===== src/rtl/hazard_scoreboard_if.sv =====
// ID-stage decode bundle into the hazard scoreboard and the stall/debug
// signals it returns to the controller.
interface hazard_scoreboard_if #(
   parameter int RW = 5,
   parameter int CW = 6
);
   logic          id_valid;
   logic          flush;
   logic [RW-1:0] id_rs;
   logic [RW-1:0] id_rt;
   logic          id_use_rs;
   logic          id_use_rt;
   logic          id_early;
   logic          id_store_rt;
   logic          id_regwrite;
   logic [RW-1:0] id_rw;
   logic [1:0]    id_class;
   logic          id_reads_hilo;
   logic          stall;
   logic [1:0]    stall_reason;
   logic          md_busy;
   logic [CW-1:0] md_cnt_o;

   modport master (
      output id_valid, flush, id_rs, id_rt, id_use_rs, id_use_rt, id_early,
             id_store_rt, id_regwrite, id_rw, id_class, id_reads_hilo,
      input  stall, stall_reason, md_busy, md_cnt_o
   );

   modport slave (
      input  id_valid, flush, id_rs, id_rt, id_use_rs, id_use_rt, id_early,
             id_store_rt, id_regwrite, id_rw, id_class, id_reads_hilo,
      output stall, stall_reason, md_busy, md_cnt_o
   );
endinterface


===== src/rtl/hazard_scoreboard.sv =====
// Latency-driven ID-stage stall generator: per-GPR countdown scoreboard plus
// a HI/LO multiply/divide occupancy counter.
module hazard_scoreboard #(
   parameter int NREG     = 32,
   parameter int RW       = $clog2(NREG),
   parameter int LOAD_LAT = 2,
   parameter int MUL_LAT  = 5,
   parameter int DIV_LAT  = 32,
   parameter int CW       = $clog2(((LOAD_LAT > MUL_LAT)
                                    ? ((LOAD_LAT > DIV_LAT) ? LOAD_LAT : DIV_LAT)
                                    : ((MUL_LAT > DIV_LAT) ? MUL_LAT : DIV_LAT)) + 1)
)(
   input logic            clk,
   input logic            rst,
   hazard_scoreboard_if.slave sb
);

   localparam logic [1:0]    CLASS_ALU  = 2'd0;
   localparam logic [1:0]    CLASS_LOAD = 2'd1;
   localparam logic [1:0]    CLASS_MUL  = 2'd2;
   localparam logic [1:0]    CLASS_DIV  = 2'd3;
   localparam logic [CW-1:0] ZERO_C     = {CW{1'b0}};
   localparam logic [CW-1:0] ONE_C      = CW'(1);
   localparam logic [CW-1:0] LOAD_C     = CW'(LOAD_LAT);
   localparam logic [CW-1:0] MUL_C      = CW'(MUL_LAT);
   localparam logic [CW-1:0] DIV_C      = CW'(DIV_LAT);
   localparam logic [RW-1:0] R0_C       = {RW{1'b0}};

   logic [CW-1:0] cnt_r [1:NREG-1];
   logic [CW-1:0] md_cnt_r;

   logic [CW-1:0] rs_cnt_s;
   logic [CW-1:0] rt_cnt_s;
   logic [CW-1:0] rs_thr_s;
   logic [CW-1:0] rt_thr_s;
   logic          rs_haz_s;
   logic          rt_haz_s;
   logic          gpr_haz_s;
   logic          hilo_haz_s;
   logic          md_op_s;
   logic          md_busy_s;
   logic          live_s;
   logic          stall_s;
   logic          issue_s;
   logic          gpr_wr_s;
   logic [CW-1:0] gpr_val_s;
   logic [CW-1:0] md_val_s;

   // Look up the scoreboard entries of both sources; index 0 reads as idle.
   always_comb begin
      rs_cnt_s = ZERO_C;
      rt_cnt_s = ZERO_C;
      for (int i = 1; i < NREG; i++) begin
         rs_cnt_s = (sb.id_rs == RW'(i)) ? cnt_r[i] : rs_cnt_s;
         rt_cnt_s = (sb.id_rt == RW'(i)) ? cnt_r[i] : rt_cnt_s;
      end
   end

   // Hazard thresholds, stall decision and producer write values.
   always_comb begin
      // A store's data operand can wait for the MEM bypass, so only a load
      // still further back than EX blocks it.
      rs_thr_s   = sb.id_early ? ZERO_C : ONE_C;
      rt_thr_s   = sb.id_early ? ZERO_C : (sb.id_store_rt ? LOAD_C : ONE_C);
      rs_haz_s   = sb.id_use_rs & (sb.id_rs != R0_C) & (rs_cnt_s > rs_thr_s);
      rt_haz_s   = sb.id_use_rt & (sb.id_rt != R0_C) & (rt_cnt_s > rt_thr_s);
      gpr_haz_s  = rs_haz_s | rt_haz_s;
      md_op_s    = (sb.id_class == CLASS_MUL) | (sb.id_class == CLASS_DIV);
      md_busy_s  = (md_cnt_r != ZERO_C);
      hilo_haz_s = md_busy_s & (sb.id_reads_hilo | md_op_s);
      live_s     = sb.id_valid & ~sb.flush;
      stall_s    = live_s & (gpr_haz_s | hilo_haz_s);
      issue_s    = live_s & ~stall_s;
      gpr_wr_s   = issue_s & sb.id_regwrite & ~md_op_s & (sb.id_rw != R0_C);
      gpr_val_s  = (sb.id_class == CLASS_LOAD) ? LOAD_C : ONE_C;
      md_val_s   = (sb.id_class == CLASS_MUL) ? MUL_C : DIV_C;
   end

   // GPR scoreboard: issue write has priority over the per-cycle countdown.
   always_ff @(posedge clk or posedge rst) begin
      if (rst) begin
         for (int i = 1; i < NREG; i++) begin
            cnt_r[i] <= ZERO_C;
         end
      end else begin
         for (int i = 1; i < NREG; i++) begin
            if (gpr_wr_s && (sb.id_rw == RW'(i))) begin
               cnt_r[i] <= gpr_val_s;
            end else if (cnt_r[i] != ZERO_C) begin
               cnt_r[i] <= cnt_r[i] - ONE_C;
            end else begin
               cnt_r[i] <= ZERO_C;
            end
         end
      end
   end

   // HI/LO occupancy; flush never cancels an MD op already issued.
   always_ff @(posedge clk or posedge rst) begin
      if (rst) begin
         md_cnt_r <= ZERO_C;
      end else if (issue_s && md_op_s) begin
         md_cnt_r <= md_val_s;
      end else if (md_cnt_r != ZERO_C) begin
         md_cnt_r <= md_cnt_r - ONE_C;
      end else begin
         md_cnt_r <= ZERO_C;
      end
   end

   assign sb.stall        = stall_s;
   assign sb.stall_reason = {live_s & hilo_haz_s, live_s & gpr_haz_s};
   assign sb.md_busy      = md_busy_s;
   assign sb.md_cnt_o     = md_cnt_r;

   // Keep the class encoding documented in one place.
   logic unused_alu_s;
   assign unused_alu_s = (sb.id_class == CLASS_ALU);

endmodule


===== src/flat_wrapper.sv =====
// flat-port wrapper written by rule: the top's interface ports become plain ports
module hazard_scoreboard_flat 
#(
   parameter int NREG     = 32,
   parameter int RW       = $clog2(NREG),
   parameter int LOAD_LAT = 2,
   parameter int MUL_LAT  = 5,
   parameter int DIV_LAT  = 32,
   parameter int CW       = $clog2(((LOAD_LAT > MUL_LAT)
                                    ? ((LOAD_LAT > DIV_LAT) ? LOAD_LAT : DIV_LAT)
                                    : ((MUL_LAT > DIV_LAT) ? MUL_LAT : DIV_LAT)) + 1)
)
  (clk, rst, sb_id_valid, sb_flush, sb_id_rs, sb_id_rt, sb_id_use_rs, sb_id_use_rt, sb_id_early, sb_id_store_rt, sb_id_regwrite, sb_id_rw, sb_id_class, sb_id_reads_hilo, sb_stall, sb_stall_reason, sb_md_busy, sb_md_cnt_o);
  hazard_scoreboard_if #(.RW(RW), .CW(CW)) sb_i ();
  input logic clk;
  input logic rst;
  input wire logic [$bits(sb_i.id_valid)-1:0] sb_id_valid;
  input wire logic [$bits(sb_i.flush)-1:0] sb_flush;
  input wire logic [$bits(sb_i.id_rs)-1:0] sb_id_rs;
  input wire logic [$bits(sb_i.id_rt)-1:0] sb_id_rt;
  input wire logic [$bits(sb_i.id_use_rs)-1:0] sb_id_use_rs;
  input wire logic [$bits(sb_i.id_use_rt)-1:0] sb_id_use_rt;
  input wire logic [$bits(sb_i.id_early)-1:0] sb_id_early;
  input wire logic [$bits(sb_i.id_store_rt)-1:0] sb_id_store_rt;
  input wire logic [$bits(sb_i.id_regwrite)-1:0] sb_id_regwrite;
  input wire logic [$bits(sb_i.id_rw)-1:0] sb_id_rw;
  input wire logic [$bits(sb_i.id_class)-1:0] sb_id_class;
  input wire logic [$bits(sb_i.id_reads_hilo)-1:0] sb_id_reads_hilo;
  output wire logic [$bits(sb_i.stall)-1:0] sb_stall;
  output wire logic [$bits(sb_i.stall_reason)-1:0] sb_stall_reason;
  output wire logic [$bits(sb_i.md_busy)-1:0] sb_md_busy;
  output wire logic [$bits(sb_i.md_cnt_o)-1:0] sb_md_cnt_o;
  assign sb_i.id_valid = sb_id_valid;
  assign sb_i.flush = sb_flush;
  assign sb_i.id_rs = sb_id_rs;
  assign sb_i.id_rt = sb_id_rt;
  assign sb_i.id_use_rs = sb_id_use_rs;
  assign sb_i.id_use_rt = sb_id_use_rt;
  assign sb_i.id_early = sb_id_early;
  assign sb_i.id_store_rt = sb_id_store_rt;
  assign sb_i.id_regwrite = sb_id_regwrite;
  assign sb_i.id_rw = sb_id_rw;
  assign sb_i.id_class = sb_id_class;
  assign sb_i.id_reads_hilo = sb_id_reads_hilo;
  assign sb_stall = sb_i.stall;
  assign sb_stall_reason = sb_i.stall_reason;
  assign sb_md_busy = sb_i.md_busy;
  assign sb_md_cnt_o = sb_i.md_cnt_o;
  hazard_scoreboard #(.NREG(NREG), .RW(RW), .LOAD_LAT(LOAD_LAT), .MUL_LAT(MUL_LAT), .DIV_LAT(DIV_LAT), .CW(CW)) u_core (.clk(clk), .rst(rst), .sb(sb_i));
endmodule

===== config.mk =====
export PLATFORM = sky130hd
export DESIGN_NAME = hazard_scoreboard_flat
export DESIGN_NICKNAME = d
export VERILOG_FILES = /design/src/rtl/hazard_scoreboard_if.sv /design/src/rtl/hazard_scoreboard.sv /design/src/flat_wrapper.sv
export SDC_FILE = /design/constraint.sdc
export NUM_CORES = 1
export LEC_CHECK = 0
export CORE_MARGIN = 3
export CORE_UTILIZATION = 44
export DETAILED_ROUTE_END_ITERATION = 10
export GPL_TIMING_DRIVEN = 0
export PLACE_DENSITY_LB_ADDON = 0.05
export SLEW_MARGIN = 0
export SYNTH_ARGS = -nofsm -noshare
export SYNTH_HDL_FRONTEND = slang
export SYNTH_SLANG_ARGS = --single-unit

===== constraint.sdc =====
create_clock -name clk -period 6.4 [get_ports clk]
set_input_delay 1.28 -clock clk [delete_from_list [all_inputs] [get_ports clk]]
set_output_delay 1.28 -clock clk [all_outputs]
set_load 0.05 [all_outputs]

==> results of run 1 <==
per-layer routing:
metal  track usage  vias up
met4         0.236        0
met2         0.531      826
met5             0        -
met1         0.466     7437
met3        0.0763      234
li1              -     6742
final cells by class:
type	count	share of cell area
Buffer	94	0.0435
Clock buffer	22	0.0276
Clock inverter	10	0.00565
Inverter	84	0.0181
Multi-Input combinational cell	1475	0.563
Sequential cell	192	0.268
Tap cell	455	0.0318
Timing Repair Buffer	77	0.0419
power by group through the flow:
stage,clock (mW),combinational [mW],sequential [mW]
after floorplan,0,2.54,2.50
after global placement,0,3.24,3.05
after detailed placement,0,3.32,3.05
after CTS,1.12,3.44,3.03
after global routing,1.17,3.90,3.12
final,1.10,3.49,3.09
cell usage after synthesis, types with 6 or more instances:
cell                        instances
sky130_fd_sc_hd__a221o_1            8
sky130_fd_sc_hd__nor3b_4           10
sky130_fd_sc_hd__a2111oi_0          6
sky130_fd_sc_hd__nor2_1           244
sky130_fd_sc_hd__o221ai_1           6
sky130_fd_sc_hd__nand3b_1          11
sky130_fd_sc_hd__ha_1              66
sky130_fd_sc_hd__o21ai_0           71
sky130_fd_sc_hd__a31oi_1           12
sky130_fd_sc_hd__dfrtp_1          192
sky130_fd_sc_hd__o31ai_1            8
sky130_fd_sc_hd__buf_2             29
sky130_fd_sc_hd__o22ai_1           28
sky130_fd_sc_hd__nand2_1          233
sky130_fd_sc_hd__buf_6             11
sky130_fd_sc_hd__mux2_2            44
sky130_fd_sc_hd__nor3_4            12
sky130_fd_sc_hd__a32oi_1            7
sky130_fd_sc_hd__nand3_1           28
sky130_fd_sc_hd__mux2_4             6
sky130_fd_sc_hd__and3b_1            6
sky130_fd_sc_hd__mux2i_1           41
sky130_fd_sc_hd__o211ai_1          12
sky130_fd_sc_hd__nor2b_1           29
sky130_fd_sc_hd__inv_1             81
sky130_fd_sc_hd__nor3_1            79
sky130_fd_sc_hd__buf_4             11
sky130_fd_sc_hd__a2bb2oi_1          9
sky130_fd_sc_hd__nor3b_1            8
sky130_fd_sc_hd__and3_1            16
sky130_fd_sc_hd__clkbuf_1          30
sky130_fd_sc_hd__or3_1             12
sky130_fd_sc_hd__a21o_1             9
sky130_fd_sc_hd__xor2_1            57
sky130_fd_sc_hd__xnor2_1           62
sky130_fd_sc_hd__a211oi_1          26
sky130_fd_sc_hd__a21oi_1           95
sky130_fd_sc_hd__nand2b_1          42
sky130_fd_sc_hd__nor4_1            20
sky130_fd_sc_hd__o32ai_1           10
sky130_fd_sc_hd__buf_1             17
sky130_fd_sc_hd__a22oi_1           19
logic make-up (layout without fill, tap and decap cells):
| kind of cell | after synthesis | in the layout |
|---|---|---|
| and+or+nand+nor | 801 | 801 |
| AOI/OAI and AO/OA | 394 | 394 |
| DFF | 192 | 192 |
| buffers and inverters | 185 | 287 |
| xor gates and xnor gates | 119 | 119 |
| muxes | 95 | 95 |
| adders and majority gates | 66 | 66 |
worst min-delay path: stages, from the launching register on:
cell and delay, ns:
sky130_fd_sc_hd__dfrtp_1 0.38, sky130_fd_sc_hd__a21oi_1 0.08, sky130_fd_sc_hd__nand2_1 0.05
through the flow:
step | TNS [ns] | std cells | util
2_1_floorplan | -0.0276 | 1852 | -
3_3_place_gp | -294.65 | 2341 | 0.475
3_5_place_dp | -296.45 | 2346 | 0.477
4_1_cts | -0.528 | 2409 | 0.515
5_1_grt | -0.643 | 2409 | 0.518
6_report | -0.438 | 2409 | 0.518
final timing paths:
| kind | startpoint | endpoint | slack (ns) | cells past startpoint |
|---|---|---|---|---|
| max | sb_id_rt[1] | sb_stall_reason[0] | -0.23 | 21 |
| min | u_core.sb.md_cnt_o[2]$_DFF_PP0_ | u_core.sb.md_cnt_o[2]$_DFF_PP0_ | 0.54 | 2 |
| max reg2reg | u_core.cnt_r[175]$_DFF_PP0_ | u_core.cnt_r[138]$_DFF_PP0_ | 1.20 | 24 |
| min reg2reg | u_core.sb.md_cnt_o[2]$_DFF_PP0_ | u_core.sb.md_cnt_o[2]$_DFF_PP0_ | 0.54 | 2 |
| max in group asynchronous | rst | u_core.cnt_r[63]$_DFF_PP0_ | 4.20 | 5 |
| min in group asynchronous | rst | u_core.cnt_r[162]$_DFF_PP0_ | 1.13 | 2 |
placed cells by master (no fill, tap or decap), types with 27 or more instances in the layout:
master,Yosys,final
sky130_fd_sc_hd__ha_1,66,66
sky130_fd_sc_hd__mux2i_1,41,41
sky130_fd_sc_hd__xnor2_1,62,62
sky130_fd_sc_hd__xor2_1,57,57
sky130_fd_sc_hd__mux2_2,44,44
sky130_fd_sc_hd__dfrtp_1,192,192
sky130_fd_sc_hd__nor2b_1,29,27
sky130_fd_sc_hd__buf_4,11,45
sky130_fd_sc_hd__o21ai_0,71,64
sky130_fd_sc_hd__nand2b_1,42,39
sky130_fd_sc_hd__nand2_1,233,228
sky130_fd_sc_hd__nand3_1,28,27
sky130_fd_sc_hd__inv_1,81,79
sky130_fd_sc_hd__nor2_1,244,238
sky130_fd_sc_hd__nor3_1,79,79
sky130_fd_sc_hd__a21oi_1,95,90
timing repair:
action	4_1_cts	5_1_grt
gates resized for setup	153	37
pin swaps	20	24
setup buffers	34	4
endpoints found under the setup margin	191	12
state kept, by name, summed over array words and instances, names as in the netlist:
register	count
u_core.cnt_r	186
u_core.sb.md_cnt_o	6
==> flow_results.org, run 1 <==
** Floorplanning
- The die covers 37,500 sq um.
- Cell Rows :: 68
- DIE HEIGHT :: 194 microns
- Die Span X :: 194 microns
- IO Pins :: 37
- Area inside the core boundary :: 34,600 sq um
- The initial utilization of the core area, before any placement, comes to 0.448.

** Min path
- The tightest min-delay check is of the reg2reg type.

** Power and ir drop
- The analysis attributes to cell leakage a power of 7.78 nW.
- Switch Pwr :: 3.66 mW
- The internal power of the cells totals 4.01 mW.
- Switch share :: 0.477
- Total power for the finished layout comes to 7.67 mW.
- Across the VDD grid, the largest voltage drop is 0.273 mV.
- Power spread over the standard cell area amounts to 428 nW/um^2.
- The share of total power dissipated in sequential elements is 0.402.
- Proportion of power drawn by the clock network :: 0.143
- Fraction of power consumed by combinational cells :: 0.454

** Timing
- The number of slew-limit violations in the final report was 8.
- The worst path in the final design needs a cycle of 6.63 ns, including I/O delays and setup.
- Upper clock frequency limit :: 151 MHz
- Number of endpoints with negative hold slack in the final report :: 0
- Worst Skew :: 0.0188 ns
- Unrepaired setup endpoints after global routing :: yes
- Final worst-path setup slack :: -0.226 ns
- For the pin with the worst max-slew slack, the measured transition is 1.50 ns.
- Setup violations remaining at the end of the flow were counted as 2.
- Crit share post-route :: 1.04
- In this run the tightest slew margin relative to its limit is -0.00257.
- Hold timing on the final database bottoms out at a slack of 0.539 ns.

** Logic synthesis
- Yosys printed 0 warnings.
- After synthesis, the share of flip-flops with an asynchronous set or reset is 1.00.
- Synthesized-area fraction occupied by adder cells :: 0.0533
- The number of nets handed over by synthesis was 1,945.
- Of the total synthesized cell area, the portion taken by XOR and XNOR cells is 0.0672.
- The synthesized design contains 0 enable-type register cells.
- sky130_fd_sc_hd__dfrtp_1 takes more of the synthesized area than any other cell.
- Of the synthesized area, sequential elements account for 0.310.
- The fraction of the mapped netlist area in compound gates is 0.175.
- Combinational family with the most area after synthesis :: simple AND/OR/NAND/NOR gates
- Syn Inst Count :: 1,852
- Synth cell types :: 106
- Among all flip-flop cells after synthesis, the most frequent one is sky130_fd_sc_hd__dfrtp_1.
- Counting flops and latches in the post-synthesis netlist gives 192.
- Synthesized area per cell :: 8.37 sq um
- Share of the synthesized area in the top cell type :: 0.310
- In this run the cell area of the synthesized design comes to 15,500 sq um.
- Sorting the synthesized cells by area gives the leading types as sky130_fd_sc_hd__dfrtp_1, sky130_fd_sc_hd__nor2_1, sky130_fd_sc_hd__nand2_1.
- After synthesis, the share of cell area in mux cells is 0.0701.
- Synth Area in Simple Gates :: 0.267

** Setup path
- Counting both buffers and inverters, the worst setup path holds a total of 5.
- Most Frequent Cell on Critical Path :: sky130_fd_sc_hd__buf_6
- Required arrival time at the worst endpoint :: 5.12 ns
- In this run the worst path has a maximum fanout of 8.
- Worst EP arrival :: 5.35 ns
- Cell at the slowest stage of the critical path :: sky130_fd_sc_hd__nor3b_2
- Grouping stages by cell kind, the critical path spends the most delay in compound AO/OA/AOI/OAI gates.
- In this design, the stage delay of the slowest critical-path cell is 0.72 ns.
- The worst setup path is of the in2out kind.
- Kind of capture point of the worst setup path :: primary output
- List of cells traversed by the critical path :: buf_2 > buf_6 > buf_8 > nor3b_2 > a311oi_2 > o41a_1 > a21oi_1 > o21ai_1 > a21oi_1 > ha_1 > nor2b_1 > o21ai_1 > o32a_1 > and3_4 > nand2b_4 > o22ai_4 > o21bai_4 > nor2_4 > buf_6 > nor2_4 > buf_6
- Critical Path Source Type :: input port

** Detailed routing
- Total Wirelength :: 67.8 mm
- DRC violations left :: 0
- Per-cell routed wire length :: 28.2 microns
- After the first detailed-routing iteration, the DRC count stood at 1,630.
- Metal3 WL :: 5.82 mm
- Number of optimization iterations in the first detailed-route pass :: 5
- The detail route stage leaves a number of antenna-violating nets equal to 0.
- Top routing layer in use :: met4
- Detailed route wirelength on metal2 :: 28.9 mm
- Via density :: 6.33
- The routed layout has 15,200 vias.
- After detailed routing, the wire length on met1 is 27.5 mm.

** Run
- Across the run, the number of max-cap violations was 1.

** CTS
- Total clock buffers created by CTS :: 17
- H-tree depth reported by CTS :: 4
- After clock tree synthesis, the clock-pin slew on the worst setup and hold paths is 0.07 ns.
- Bufs on Longest Clock Path :: 2
- Post-cts hold buffer count :: 0
- Clock Latency Late Sink :: 0.48 ns
- TritonCTS built the clock tree.
- Cell at the root of the clock tree :: sky130_fd_sc_hd__clkbuf_16
- Counting every sink on the clock net gives 192.

** Finish
- Antenna Diode Count :: 0
- After the last flow step, the layout net total stands at 2,034.
- Across the whole layout, storage elements account for 4800 sq um.
- With fillers left out, the area of the finished cells amounts to 17,900 sq um.
- In the final layout, the multi-input gates occupy 10,100 sq um.
- Of the cells placed in the final design, the portion with a size suffix greater than 1 is 0.158.
- Counting the fill cells in the layout gives 3,316.
- Compared with the post-synthesis result, the final layout area differs by 15.6%.

** Run status
- The flow ran to the end, but the final reports show violations.
- Violated checks :: max-capacitance violations, max-slew violations, negative setup slack

** Placement
- Placer Congestion :: 1.10
- In this run the tool buffered the top-level ports with 34 buffer cells.
- Pre-CTS setup slack :: -2.71 ns
- Placed instance area :: 16,500 sq um
- HPWL reported at the end of detailed placement :: 52.5 mm

** GRT
- The via count of the first global-routing pass was 14,700.
- Entering global routing, the biggest net connects 40 pins.
- In the global route stage, overall resource usage came out at 0.356.
- Antenna violations before repair :: 0
- Global-route wire length before repair :: 99.0 mm
- Remaining Overflow, GRT :: 0
(Power assumes the default switching activity.)
==> run 2, diff against run 1 <==
--- a/config.mk
+++ b/config.mk
@@ -5,6 +5,7 @@
 export SDC_FILE = /design/constraint.sdc
 export NUM_CORES = 1
 export LEC_CHECK = 0
+export CORE_ASPECT_RATIO = 1.5
 export CORE_MARGIN = 3
 export CORE_UTILIZATION = 44
 export DETAILED_ROUTE_END_ITERATION = 10
==> run 2 against run 1 <==
The flow finishes with violations (negative setup slack); hold slack worse by 0.0098 ns; die area is 0.12% higher; final cell count is 0.37% higher; critical path depth did not move; register-to-register slack hardly changed; global-route usage increased by 0.56 points; total power up 0.65%.
==> flow_results.org, run 2 (synthesis results as in run 1) <==
** Run status
- Outcome :: finished, violations left
- Violated checks :: negative setup slack

** Floorplanning
- The horizontal extent of the die was 159 microns (-18%).
- IO Pins :: 37 (unchanged)
- Cell Rows :: 83 (+22%)
- The placeable core area came to 34,500 sq um (-0.43%).
- The die outline area came to 37,600 sq um (+0.12%).
- The initial standard-cell utilization of the core came to 0.450 (+0.00195).
- DIE HEIGHT :: 236 microns (+22%)

** Timing
- Number of endpoints with negative hold slack in the final report :: 0 (unchanged)
- Unrepaired setup endpoints after global routing :: yes
- The post-route clock skew came to 0.0153 ns (-0.00348 ns).
- The number of slew-limit violations in the final report was 0 (-8).
- Final worst-path setup slack :: -0.168 ns (+0.0573 ns)
- Rel. slew slack :: 0.179 (+0.182)
- Upper clock frequency limit :: 152 MHz (+0.87%)
- The final count of negative-setup-slack endpoints was 2 (unchanged).
- The transition time of the tightest slew-check pin is 1.22 ns (-0.284 ns).
- The minimum clock period was 6.57 ns (-0.0573 ns).
- Worst hold margin :: 0.529 ns (-0.00982 ns)
- Crit share post-route :: 1.03 (-0.00896)

** CTS
- Clock transition time at the flip-flop clock pins of the worst setup and hold paths :: 0.08 ns (about the same)
- Cell at the root of the clock tree :: sky130_fd_sc_hd__clkbuf_16
- The total of hold buffers inserted after clock tree synthesis was 0 (unchanged).
- TritonCTS built the clock tree.
- Total clock buffers created by CTS :: 17 (unchanged)
- The insertion delay of the later-clocked pin in the worst-skew pair was 0.47 ns (about the same).
- The depth of the CTS H-tree was 4 (unchanged).
- Number of sinks driven by the clock tree :: 192 (unchanged)
- Bufs on Longest Clock Path :: 2 (unchanged)

** Power and ir drop
- The power consumption was 7.72 mW (+0.65%).
- Switch share :: 0.491 (+0.0140)
- Lkg Pwr :: 7.76 nW (-0.24%)
- The internal power summed over all cells came to 3.93 mW (-2.0%).
- The power per standard cell area was 431 nW/um^2 (+0.82%).
- The net switching power came to 3.79 mW (+3.6%).
- Fraction of power consumed by combinational cells :: 0.447 (-0.007)
- Peak supply drop :: 0.215 mV (-21%)
- The share of total power in the clock network was 0.141 (-0.002).
- The share of power burned in registers came to 0.413 (+0.011).

** Finish
- # nets final :: 2,031 (-0.15%)
- The share of final-layout standard cells stronger than drive strength 1 came to 0.158 (+0.000755).
- The total inserted antenna cells is 0 (unchanged).
- Leaving out fill and tap cells, the most frequent cell in the layout is sky130_fd_sc_hd__nor2_1.
- From synthesis to final layout, the design area changed by 15.5%.
- In the layout the commonest cells are sky130_fd_sc_hd__nor2_1, sky130_fd_sc_hd__nand2_1, sky130_fd_sc_hd__dfrtp_1, sky130_fd_sc_hd__a21oi_1.
- The flip-flop count of the largest register after layout was 186 (unchanged).
- Register with the highest flop count :: u_core.cnt_r

** Min path
- Worst hold path type :: reg2reg
- Hold depth :: 1 (-1)

** Detailed routing
- The violation count after the first detailed-routing iteration is 1,575 (-3.4%).
- Via density :: 6.31 (-0.19%)
- Total Wirelength :: 68.8 mm (+1.5%)
- Per-cell routed wire length :: 28.5 microns (+1.1%)
- The number of remaining DRC errors is 0 (unchanged).
- The count of vias placed by the detailed router was 15,300 (+0.18%).
- The post-route antenna net violation count is 0 (unchanged).
- The total iterations of the first detailed-routing run came to 6 (+1).

** Setup path
- The worst path arrival time came to 5.29 ns (-0.06 ns).
- Critical Path Source Type :: input port
- The maximum fanout along the worst path was 7 (-1).
- Cell depth of the worst flop-to-flop path :: 23 (-4.2%)
- In this run the critical register-to-register path is captured at u_core.cnt_r[108]$_DFF_PP0_.
- The worst setup path is captured at a primary output.
- In this run the worst setup path terminates at sb_stall.
- In this run the critical register-to-register path is launched from u_core.cnt_r[169]$_DFF_PP0_.
- The critical path is of the in2out type.
- Required arrival time at the worst endpoint :: 5.12 ns (about the same)
- CP Launch Point :: sb_id_rt[1]
- Reg2reg setup slack :: 1.21 ns (about the same)

** GRT
- Antenna violations before repair :: 0 (unchanged)
- All-layer global routing usage :: 0.362 (+0.00557)
- Via count of the first global-routing pass :: 14,900 (+1.0%)
- Global-route wire length before repair :: 101 mm (+1.6%)
- Pin count of the biggest net entering global routing :: 42 (+5.0%)
- Remaining Overflow, GRT :: 0 (unchanged)

** Run
- Number of violations of the max-capacitance limit :: 0 (-1)

** Placement
- Placer Congestion :: 1.12 (+2.6%)
- The placed wire-length estimate after detailed placement is 52.8 mm (+0.56%).
- # port buffers :: 34 (unchanged)
==> run 2: changes by cell type in the layout (fill, tap and decap cells not counted), sizes merged <==
cell / before / now
clkinvlp: 4 / 2
clkdlybuf4s15: 2 / 1
bufinv: 1 / 0
buf: 113 / 109
dlygate4sd2: 0 / 2
clkinv: 5 / 6
inv: 84 / 89
clkbuf: 52 / 49
==> run 2: how the worst min path moves through the flow <==
stage | from | endpoint | slack [ns]
2_1_floorplan | u_core.cnt_r[23]$_DFF_PP0_ | u_core.cnt_r[23]$_DFF_PP0_ | 0.52
3_3_place_gp | u_core.sb.md_cnt_o[0]$_DFF_PP0_ | u_core.sb.md_cnt_o[0]$_DFF_PP0_ | 0.51
4_1_cts | u_core.sb.md_cnt_o[0]$_DFF_PP0_ | u_core.sb.md_cnt_o[0]$_DFF_PP0_ | 0.53
5_1_grt | u_core.sb.md_cnt_o[0]$_DFF_PP0_ | u_core.sb.md_cnt_o[0]$_DFF_PP0_ | 0.54
6_report | u_core.sb.md_cnt_o[0]$_DFF_PP0_ | u_core.sb.md_cnt_o[0]$_DFF_PP0_ | 0.53
3_5_place_dp | u_core.sb.md_cnt_o[0]$_DFF_PP0_ | u_core.sb.md_cnt_o[0]$_DFF_PP0_ | 0.52
==> run 2: critical path, cell delays in order <==
cell	delay, ns
sky130_fd_sc_hd__buf_6	0.10
sky130_fd_sc_hd__buf_8	0.13
sky130_fd_sc_hd__buf_12	0.12
sky130_fd_sc_hd__buf_4	0.17
sky130_fd_sc_hd__nor3b_4	0.51
sky130_fd_sc_hd__nand3_1	0.16
sky130_fd_sc_hd__a221o_1	0.42
sky130_fd_sc_hd__a222oi_1	0.40
sky130_fd_sc_hd__o21ai_1	0.16
sky130_fd_sc_hd__o21ai_1	0.11
sky130_fd_sc_hd__ha_1	0.25
sky130_fd_sc_hd__nand2_1	0.06
sky130_fd_sc_hd__o21ai_1	0.06
sky130_fd_sc_hd__o32a_1	0.17
sky130_fd_sc_hd__and3_4	0.20
sky130_fd_sc_hd__nand2b_4	0.15
sky130_fd_sc_hd__o22ai_4	0.20
sky130_fd_sc_hd__o21bai_4	0.21
sky130_fd_sc_hd__nor2_4	0.08
sky130_fd_sc_hd__o22ai_4	0.16
sky130_fd_sc_hd__buf_6	0.18
==> run 2: power groups by stage <==
stage          sequential (mW)  clock, mW  combinational [mW]
2_1_floorplan             2.50          0                2.54
3_3_place_gp              3.12          0                3.21
3_5_place_dp              3.12          0                3.31
4_1_cts                   3.12       1.11                3.40
5_1_grt                   3.20       1.16                3.83
6_report                  3.19       1.09                3.45
==> run 2: area by class of cell <==
type | count | area (sq um)
clock buffer | 19 | 433
fill | 3325 | 16600
inverter | 84 | 325
tap | 467 | 584
clock inverter | 13 | 144
buffer | 93 | 773
sequential | 192 | 4800
timing repair buffer | 75 | 704
multi-input combinational | 1475 | 10100
==> run 2: routing by layer <==
| layer | wire [microns] | up-vias | GRT usage |
|---|---|---|---|
| li1 | - | 6723 | - |
| met2 | 31200 | 815 | 0.575 |
| met1 | 24900 | 7422 | 0.417 |
| met3 | 5010 | 307 | 0.0703 |
| met4 | 7640 | 0 | 0.310 |
| met5 | 0 | - | 0 |
==> run 2: per-stage QoR <==
step / instance area [sq um] / setup slack (ns) / instances / util / TNS [ns]
6_report: 17900 / -0.168 / 2418 / 0.519 / -0.277
2_1_floorplan: 15500 / -0.0276 / 1852 / - / -0.0276
3_5_place_dp: 16500 / -3.20 / 2357 / 0.480 / -307.46
4_1_cts: 17700 / -0.249 / 2415 / 0.514 / -0.425
5_1_grt: 17900 / -0.174 / 2418 / 0.519 / -0.301
3_3_place_gp: 16400 / -3.25 / 2353 / 0.477 / -314.99
==> run 2: timing repair <==
item,4_1_cts,5_1_grt
resized for setup,150,55
buffers inserted,31,6
pin swaps,26,30
endpoints found under the setup margin,191,7
==> run 3, diff against run 2 <==
--- a/config.mk
+++ b/config.mk
@@ -5,12 +5,14 @@
 export SDC_FILE = /design/constraint.sdc
 export NUM_CORES = 1
 export LEC_CHECK = 0
+export CAP_MARGIN = 40
 export CORE_ASPECT_RATIO = 1.5
 export CORE_MARGIN = 3
 export CORE_UTILIZATION = 44
 export DETAILED_ROUTE_END_ITERATION = 10
 export GPL_TIMING_DRIVEN = 0
 export PLACE_DENSITY_LB_ADDON = 0.05
+export SKIP_LAST_GASP = 1
 export SLEW_MARGIN = 0
 export SYNTH_ARGS = -nofsm -noshare
 export SYNTH_HDL_FRONTEND = slang
==> run 3 against run 2 <==
The run still ends with negative setup slack left; clock power about the same; worst setup slack got worse by 0.11 ns; cell area increased by 1.2%; global-route usage increased by 0.15 points; critical path type unchanged; utilization increased by 0.62 points; combinational power about the same.
==> flow_results.org, run 3 (synthesis results as in run 1) <==
** CTS
- The clock transition time at the flip-flop clock pins of the worst setup and hold paths is 0.08 ns (about the same).
- The depth of the CTS H-tree is 4 (unchanged).
- Cell at the root of the clock tree :: sky130_fd_sc_hd__clkbuf_16
- TritonCTS built the clock tree.
- The insertion delay of the later-clocked pin in the worst-skew pair is 0.47 ns (about the same).
- Total clock buffers created by CTS :: 17 (unchanged)
- The number of clock sinks was 192 (unchanged).
- The total of hold buffers inserted after clock tree synthesis came to 0 (unchanged).
- The buffer levels on the longest clock path came to 2 (unchanged).

** Power and ir drop
- The power consumption is 7.75 mW (+0.36%).
- The peak supply drop came to 0.213 mV (-0.89%).
- PwrDens :: 428 nW/um^2 (-0.82%)
- Lkg Pwr :: 7.88 nW (+1.5%)

** Placement
- The instance area after placement came to 16,700 sq um (+1.1%).
- DP Cell Count :: 2,373 (+0.68%)
- Pre-CTS setup slack :: -3.20 ns (+0.00289 ns)
- Placer Congestion :: 1.12 (unchanged)
- # port buffers :: 34 (unchanged)
- HPWL reported at the end of detailed placement :: 53.2 mm (+0.78%)

** Finish
- The top cell types in the final layout, fill and taps aside, are sky130_fd_sc_hd__nor2_1, sky130_fd_sc_hd__nand2_1, sky130_fd_sc_hd__dfrtp_1, sky130_fd_sc_hd__a21oi_1.
- Leaving out fill and tap cells, the most frequent cell in the layout is sky130_fd_sc_hd__nor2_1.
- u_core.cnt_r holds more flip-flops than any other register.
- The non-filler instance count after layout came to 2,436 (+0.74%).
- The number of nets at the end of the flow came to 2,049 (+0.89%).
- The share of final-layout standard cells stronger than drive strength 1 is 0.162 (+0.00363).
- Area taken by flip-flops and latches :: 4800 sq um (unchanged)
- The flip-flop count of the largest register after layout is 186 (unchanged).
- The area taken by multi-input logic gates came to 10,100 sq um (-0.17%).
- Antenna Diode Count :: 0 (unchanged)
- Compared with the post-synthesis result, the final layout area differs by 16.8%.
- The utilization of the core after routing was 0.525 (+0.00617).
- Filler Cell Count :: 3,285 (-1.2%)
- The post-layout instance area is 18,100 sq um (+1.2%).

** GRT
- Via count of the first global-routing pass :: 14,800 (-0.64%)
- Antenna violations before repair :: 1 (+1)
- The largest net degree at the start of global routing is 39 (-7.1%).
- The global-route wire length before repair is 100 mm (-0.15%).
- All-layer global routing usage :: 0.363 (+0.00150)
- Remaining Overflow, GRT :: 0 (unchanged)

** Timing
- The fraction of the cycle the final worst path needs came to 1.04 (+0.0167).
- Setup repair after global routing could not meet its margin everywhere.
- The transition time of the tightest slew-check pin is 0.900 ns (-0.320 ns).
- Worst Skew :: 0.0114 ns (-0.00393 ns)
- Number of endpoints with negative hold slack in the final report :: 0 (unchanged)
- The final critical-path setup slack was -0.275 ns (-0.107 ns).
- The highest attainable clock frequency came to 150 MHz (-1.6%).
- The headroom to the max-slew limit was 0.396 (+0.216).
- Pins over their slew limit :: 0 (unchanged)
- The minimum clock period was 6.68 ns (+0.107 ns).
- Final Setup Violations :: 2 (unchanged)

** Min path
- Hold depth :: 1 (unchanged)
- In this run the worst hold path is classified as reg2reg.

** Setup path
- Cell at the slowest stage of the critical path :: sky130_fd_sc_hd__a311oi_2
- List of cells traversed by the critical path :: clkbuf_4 > buf_8 > clkbuf_4 > nor2_4 > nand2_1 > a21oi_2 > a21oi_2 > a311oi_2 > o41a_1 > a21oi_1 > o21ai_1 > a21oi_2 > ha_1 > nor2b_1 > o21ai_1 > o32a_1 > and3_4 > nand2b_4 > o22ai_4 > o21bai_4 > nor2_4 > o22ai_4 > buf_6
- Kind of capture point of the worst setup path :: primary output
- The delay contributed by the slowest stage of the critical path was 0.37 ns (-0.14 ns).
- The worst setup path is of the in2out kind.
- The worst path arrival time was 5.40 ns (+0.11 ns).
- Largest delay share family, worst path :: compound AO/OA/AOI/OAI gates
- Most Frequent Cell on Critical Path :: sky130_fd_sc_hd__a21oi_2
- The worst endpoint required time is 5.12 ns (about the same).
- The combined buffer and inverter count along the critical path was 4 (-1).
- Depth of the critical timing path with buffers and inverters included :: 23 (+9.5%)
- Critical Path Source Type :: input port
- The maximum fanout along the worst path came to 10 (+3).
- Cell depth of the worst flop-to-flop path :: 23 (unchanged)

** Detailed routing
- The routed via count divided by cell count is 6.29 (-0.35%).
- The total wire length after detailed routing was 69.3 mm (+0.62%).
- The total iterations of the first detailed-routing run is 6 (unchanged).
- The average wire per standard cell was 28.4 microns (-0.13%).
- Detailed router's first-iteration violation count :: 1,679 (+6.6%)
- The count of vias placed by the detailed router was 15,300 (+0.39%).
- DRC violations left :: 0 (unchanged)
- The post-route antenna net violation count came to 0 (unchanged).

** Floorplanning
- The count of boundary I/O pins came to 37 (unchanged).
- The total number of placement rows was 83 (unchanged).
- Die area :: 37,600 sq um (unchanged)
- Area inside the core boundary :: 34,500 sq um (unchanged)
- The initial standard-cell utilization of the core is 0.450 (unchanged).
- DIE HEIGHT :: 236 microns (unchanged)
- The horizontal extent of the die came to 159 microns (unchanged).

** Run
- Number of violations of the max-capacitance limit :: 0 (unchanged)

** Run status
- The flow ran to the end, but the final reports show violations.
- The checks that failed: negative setup slack.
[run 3: layout make-up]
type | instances | share of cell area
buffer | 91 | 0.0411
clock buffer | 19 | 0.0239
clock inverter | 13 | 0.00815
inverter | 84 | 0.0180
multi-input combinational | 1475 | 0.558
sequential | 192 | 0.265
tap | 467 | 0.0323
timing repair buffer | 95 | 0.0530
[run 3: repair_timing]
| action | in CTS | in global routing |
|---|---|---|
| pin swaps | 24 | 19 |
| gates cloned | 0 | 0 |
| gates resized for setup | 133 | 57 |
| setup buffers | 26 | 15 |
| setup endpoints to repair | 191 | 14 |
[run 3: layer usage]
metal	part of all wire	GRT usage
met5	0.00014	0
met3	0.076	0.0704
met2	0.45	0.577
met1	0.36	0.417
met4	0.12	0.315
[run 3: power by group]
part           switching [mW]  total [mW]  internal [mW]  leakage (nW)
logic                    1.89        3.46           1.57          5.33
clock network           0.566        1.09          0.522         0.278
registers                1.36        3.21           1.85          2.27
total                    3.81        7.75           3.94          7.88
[run 3: final timing paths]
check	startpoint	end	slack (ns)
max in group asynchronous	rst	u_core.cnt_r[62]$_DFF_PP0_	4.09
min in group asynchronous	rst	u_core.cnt_r[130]$_DFF_PP0_	1.23
min reg2reg	u_core.sb.md_cnt_o[0]$_DFF_PP0_	u_core.sb.md_cnt_o[0]$_DFF_PP0_	0.53
max	sb_id_rt[0]	sb_stall	-0.28
min	u_core.sb.md_cnt_o[0]$_DFF_PP0_	u_core.sb.md_cnt_o[0]$_DFF_PP0_	0.53
max reg2reg	u_core.cnt_r[175]$_DFF_PP0_	u_core.cnt_r[102]$_DFF_PP0_	1.19
[run 3: through the flow]
step	hold slack, ns	setup TNS (ns)
after detailed placement	0.522	-309.56
after CTS	0.534	-0.516
after floorplan	0.524	-0.0276
after global placement	0.508	-314.99
final	0.530	-0.482
after global routing	0.539	-0.624
